File: config.mk
export PLATFORM = sky130hd
export DESIGN_NAME = plane_eq
export DESIGN_NICKNAME = d
export VERILOG_FILES = /design/src/rtl/plane_eq.sv
export SDC_FILE = /design/constraint.sdc
export NUM_CORES = 2
export LEC_CHECK = 0
export BUFFER_PORTS_ARGS = -buffer_cell sky130_fd_sc_hd__clkbuf_2
export CAP_MARGIN = 20
export CORE_MARGIN = 2
export CORE_UTILIZATION = 60
export DETAILED_ROUTE_END_ITERATION = 16
export GPL_TIMING_DRIVEN = 1
export PLACE_DENSITY = 0.88
export SLEW_MARGIN = 20
export SYNTH_ARGS = -nofsm -noshare
export SYNTH_HDL_FRONTEND = slang
export SYNTH_SLANG_ARGS = --single-unit
export TNS_END_PERCENT = 5
File: constraint.sdc
create_clock -name clk -period 11.7 [get_ports clk]
set_clock_uncertainty 0.15 [all_clocks]
set_input_delay 1.17 -clock clk [delete_from_list [all_inputs] [get_ports clk]]
set_output_delay 1.17 -clock clk [all_outputs]
set_load 0.02 [all_outputs]
File: src/rtl/plane_eq.sv
// plane_eq: 4-stage pipelined plane-equation evaluator, z = c + dzdx*X + dzdy*Y over a SIZE x SIZE tile.
// Optional PLANE_EQ_RNE_EN selects round-to-nearest-even; the default build truncates toward zero.
module plane_eq #(
  parameter int SIZE = 2
) (
  input  logic                              clk,
  input  logic                              rst,
  input  logic [17:0]                       dzdx,
  input  logic [17:0]                       dzdy,
  input  logic [17:0]                       c,
  input  logic [15:0]                       x,
  input  logic [15:0]                       y,
  output logic [SIZE-1:0][SIZE-1:0][17:0]   z
);

`ifdef PLANE_EQ_RNE_EN
  localparam bit RNE = 1'b1;
`else
  localparam bit RNE = 1'b0;
`endif

  // Round, then apply saturation and flush-to-zero on the final exponent.
  function automatic logic [17:0] pack(input logic s, input int e_in, input logic [10:0] m,
                                       input logic g, input logic st);
    logic [11:0] mr;
    int e;
    mr = {1'b0, m} + {11'd0, RNE && g && (st || m[0])};
    e  = e_in + int'(mr[11]);
    if (e > 62) return {s, 6'd62, 11'h7FF};
    else if (e < 1) return '0;
    else return {s, e[5:0], mr[10:0]};
  endfunction

  function automatic logic [17:0] canon(input logic [17:0] v);
    if (v[16:11] == 6'd0) return '0;
    else if (v[16:11] == 6'd63) return {v[17], 6'd62, 11'h7FF};
    else return v;
  endfunction

  function automatic logic [17:0] int2f(input logic [16:0] v);
    logic [16:0] n;
    int unsigned p;
    p = 0;
    for (int unsigned i = 0; i < 17; i++) if (v[i]) p = i;
    n = v << (16 - p);
    if (v == '0) return '0;
    return pack(1'b0, int'(p) + 31, n[15:5], n[4], |n[3:0]);
  endfunction

  function automatic logic [17:0] fmul(input logic [17:0] a, input logic [17:0] b);
    logic [23:0] p;
    int e;
    p = 24'({1'b1, a[10:0]}) * 24'({1'b1, b[10:0]});
    e = int'(a[16:11]) + int'(b[16:11]) - 31;
    if (a[16:11] == 6'd0 || b[16:11] == 6'd0) return '0;
    if (p[23]) return pack(a[17] ^ b[17], e + 1, p[22:12], p[11], |p[10:0]);
    return pack(a[17] ^ b[17], e, p[21:11], p[10], |p[9:0]);
  endfunction

  // Guard/round/sticky alignment: the sticky bit keeps truncation exact even for
  // subtraction when the smaller operand is shifted far past the mantissa.
  function automatic logic [17:0] fadd(input logic [17:0] a, input logic [17:0] b);
    logic [17:0] big, sml;
    logic [14:0] mb, mfull, ms, lost, n;
    logic [15:0] sum;
    int unsigned d, p;
    int e;
    if (a[16:11] == 6'd0) return b;
    if (b[16:11] == 6'd0) return a;
    if (a[16:0] >= b[16:0]) begin
      big = a;
      sml = b;
    end else begin
      big = b;
      sml = a;
    end
    d     = {26'd0, big[16:11] - sml[16:11]};
    mb    = {1'b1, big[10:0], 3'b000};
    mfull = {1'b1, sml[10:0], 3'b000};
    lost  = '0;
    if (d >= 15) begin
      ms = 15'd1;
    end else begin
      lost = mfull << (15 - d);
      ms   = (mfull >> d) | {14'd0, |lost};
    end
    if (big[17] != sml[17]) sum = {1'b0, mb} - {1'b0, ms};
    else sum = {1'b0, mb} + {1'b0, ms};
    e = int'(big[16:11]);
    if (sum == '0) return '0;
    if (sum[15]) return pack(big[17], e + 1, sum[14:4], sum[3], |sum[2:0]);
    p = 0;
    for (int unsigned i = 0; i < 15; i++) if (sum[i]) p = i;
    n = sum[14:0] << (14 - p);
    return pack(big[17], e + int'(p) - 14, n[13:3], n[2], |n[1:0]);
  endfunction

  logic [SIZE-1:0][17:0]            xf_q, yf_q, px_q, py_q;
  logic [SIZE-1:0][SIZE-1:0][17:0]  sxy_q;
  logic [17:0]                      dzdx_q, dzdy_q, c1_q, c2_q, c3_q;

  always_ff @(posedge clk) begin
    if (rst) begin
      xf_q   <= '0;
      yf_q   <= '0;
      px_q   <= '0;
      py_q   <= '0;
      sxy_q  <= '0;
      dzdx_q <= '0;
      dzdy_q <= '0;
      c1_q   <= '0;
      c2_q   <= '0;
      c3_q   <= '0;
      z      <= '0;
    end else begin
      dzdx_q <= canon(dzdx);
      dzdy_q <= canon(dzdy);
      c1_q   <= canon(c);
      c2_q   <= c1_q;
      c3_q   <= c2_q;
      // Products depend only on column or row, so SIZE multiplies per axis suffice.
      for (int unsigned i = 0; i < SIZE; i++) begin
        xf_q[i] <= int2f(17'(x) + 17'(i));
        yf_q[i] <= int2f(17'(y) + 17'(i));
        px_q[i] <= fmul(dzdx_q, xf_q[i]);
        py_q[i] <= fmul(dzdy_q, yf_q[i]);
      end
      for (int unsigned j = 0; j < SIZE; j++) begin
        for (int unsigned i = 0; i < SIZE; i++) begin
          sxy_q[j][i] <= fadd(px_q[i], py_q[j]);
          z[j][i]     <= fadd(sxy_q[j][i], c3_q);
        end
      end
    end
  end

endmodule

==> flow_summary.json <==
{
  "setup_tns_ns": 0,
  "cts_hold_buf": 0,
  "rows": 130,
  "start_kind": "flip-flop",
  "clock-root-buffer": "clkbuf_16",
  "path_max_fanout": 8,
  "critPathKind": "flip-flop to flip-flop",
  "cts_sinks": 374,
  "min_path_cells": 1,
  "endpoint_kind": "flip-flop",
  "cts-htree-levels": 2,
  "wl_per_cell_um": 24.9,
  "vias": 81249,
  "place_area_um2": 78800,
  "syn_area_um2": 75500,
  "drive_gt1_share_pct": 9.90,
  "firstDrtPassIters": 14,
  "syn_nets": 11399,
  "setup_viol": 0,
  "grt_pass1_vias": 77620,
  "reg2reg_slack_ns": 0.55,
  "chipWidth_um": 359,
  "rsz0062_at_grt": "yes",
  "critPathMostFrequentCell": "a21oi_1",
  "fin_crit_sh_pct": 95.3,
  "final_max_slew_viol_count": 0,
  "grt_pass1_wl_um": 448000,
  "cap_violations": 0,
  "slew_headroom_pct": 24.8,
  "core_um2": 125000,
  "path_clk_slew_ns": 0.08,
  "synth_largest_area_cell": "ha_1",
  "dp_hpwl_um": 225000,
  "register_area_um2": 7500,
  "die-height_um": 359,
  "synth_area_leaders": "ha_1 13%, fa_1 11%, dfxtp_1 9.9%",
  "ioPinCount": 160,
  "cts_tree": "done",
  "nNetsFinal": 11369,
  "rr_worst_depth": 48,
  "drt_iter0_markers": 10106,
  "slowest_stage": "a221oi_1",
  "period_needed_ns": 11.15,
  "synth_flop_cell": "dfxtp_1",
  "fin_cells": 11802,
  "seq_area_frac_synth_pct": 9.91,
  "insertion_delay_ns": 0.65,
  "numCtsBuffers": 50,
  "viasPerCell": 6.88,
  "ys_types": 137,
  "outcome": "completed",
  "syn_inst": 10137,
  "async_flop_share_pct": 0,
  "cp_slowest_stage_delay_ns": 0.55,
  "grtUsageTotal_pct": 44.0,
  "synth.avg_cell_area_um2": 7.45,
  "stdcell_area_um2": 81000,
  "cts_buffer_depth": 3,
  "hold_path.class": "flip-flop to flip-flop",
  "finalHoldViolCount": 0,
  "die_area_um2": 129000,
  "start_util_pct": 60.3,
  "drtAntennaViolNets": 0,
  "grt_start_max_net_pins": 89,
  "gr-total-overflow": 0,
  "netlist.area_leader.share_pct": 12.6,
  "n_fill_cell": 10727,
  "routed_wl_um": 294000,
  "antenna_found_initial": 6,
  "gp_congestion": 1.10,
  "drc": 0,
  "yosysWarnings": 0,
  "synth-edff-count": 0,
  "worst_slew_pin_slew_ns": 1.13,
  "ys_ff_latch": 374,
  "max_freq_mhz": 89.7,
  "post-place-cells": 11689,
  "multiInputGateArea_um2": 62700,
  "area_growth_syn_to_layout_pct": 7.32,
  "worstPathRequired_ns": 12.06,
  "place.port_buffers": 159,
  "cp_data_arrival_time_ns": 11.51
}
-- path summary, 6_finish.rpt --
kind	end	startpoint
worst max register to register	sxy_q[6]	py_q[10]
worst min register to register	c2_q[0]	c1_q[0]
worst min-delay path	c2_q[0]	c1_q[0]
worst max-delay path	sxy_q[6]	py_q[10]
-- through the flow --
step           utilization (%)  setup WS, ns  hold WS [ns]
2_1_floorplan                -         0.445         0.264
3_3_place_gp              62.9         0.515         0.265
3_5_place_dp              62.9         0.384         0.274
4_1_cts                   64.4         0.352         0.294
5_1_grt                   64.7       -0.0875         0.305
6_report                  64.7         0.548         0.282
-- worst max-delay path, delay by kind of cell (launching register included) --
| family | cells | cell delay (ns) |
|---|---|---|
| compound gates | 22 | 4.44 |
| xor+xnor | 1 | 0.32 |
| fa+ha+maj | 6 | 1.81 |
| buf+inv | 3 | 0.64 |
| flops | 1 | 0.33 |
| mux | 2 | 0.53 |
| simple gates | 14 | 2.77 |
-- kinds of logic after synthesis --
kind of cell | after synthesis | synth area share, %
and+or+nand+nor | 3452 | 22.2
AOI/OAI and AO/OA | 2892 | 25.8
buffers and inverters | 1482 | 7.53
adders and majority gates | 1174 | 23.6
muxes | 454 | 7.24
DFF | 374 | 9.91
xor gates and xnor gates | 309 | 3.65
-- state kept, by name, indices dropped and copies added, names as in the netlist, 34 cells and up --
register  count
sxy_q        72
px_q         36
py_q         36
yf_q         34
xf_q         34
z            72
-- Yosys cell counts (29+ instances only) --
cell	count
a211o_1	49
a211oi_1	215
a21boi_0	30
a21o_1	136
a21oi_1	724
a221oi_1	85
a22oi_1	45
a311oi_1	30
a31oi_1	93
and2_1	281
and3_1	95
buf_1	31
buf_2	52
clkbuf_1	518
dfxtp_1	374
fa_1	416
ha_1	758
inv_1	844
mux2_2	63
mux2i_1	321
mux4_2	67
nand2_1	1061
nand2b_1	117
nand3_1	271
nand4_1	74
nor2_1	788
nor2b_1	137
nor3_1	238
nor4_1	62
o211ai_1	116
o21a_1	96
o21ai_0	574
o21bai_1	79
o221ai_1	29
o22ai_1	67
o31ai_1	70
or2_2	55
or3_1	79
or4_1	35
xnor2_1	182
xor2_1	120
-- metal layers --
layer / global-route usage [%] / vias up / part of all wire (%)
met4: 29.4 / 4 / 7.9
met1: 54.8 / 38185 / 38
met5: 0 / - / 0.010
li1: - / 36214 / -
met2: 68.6 / 5428 / 44
met3: 9.37 / 1418 / 11
-- cell usage in the layout, fill, tap and decap left out, drive strengths merged, types with 187 or more instances in the layout --
cell    count
a21oi     728
ha        758
nand2    1064
mux2i     321
fa        416
buf       374
nand3     272
inv       862
a211oi    220
xnor2     187
dfxtp     374
nor2      792
o21ai     592
clkbuf    217
and2      283
nor3      244
-- cell type report --
cell class / instances / share of cell area, %
inverter: 867 / 4.03
clock buffer: 58 / 1.64
clock inverter: 35 / 0.614
timing repair buffer: 533 / 4.48
antenna: 4 / 0.0124
tap: 1650 / 2.55
multi-input combinational: 8281 / 77.4
sequential: 374 / 9.25
-- what timing repair did --
| item | CTS | global route |
|---|---|---|
| endpoints found under the setup margin | 0 | 88 |
| buffers inserted | 0 | 16 |
| resized for setup | 0 | 62 |
Power is not shown: default switching activity piles up to over one toggle a cycle in this logic, so the estimate is an artifact.
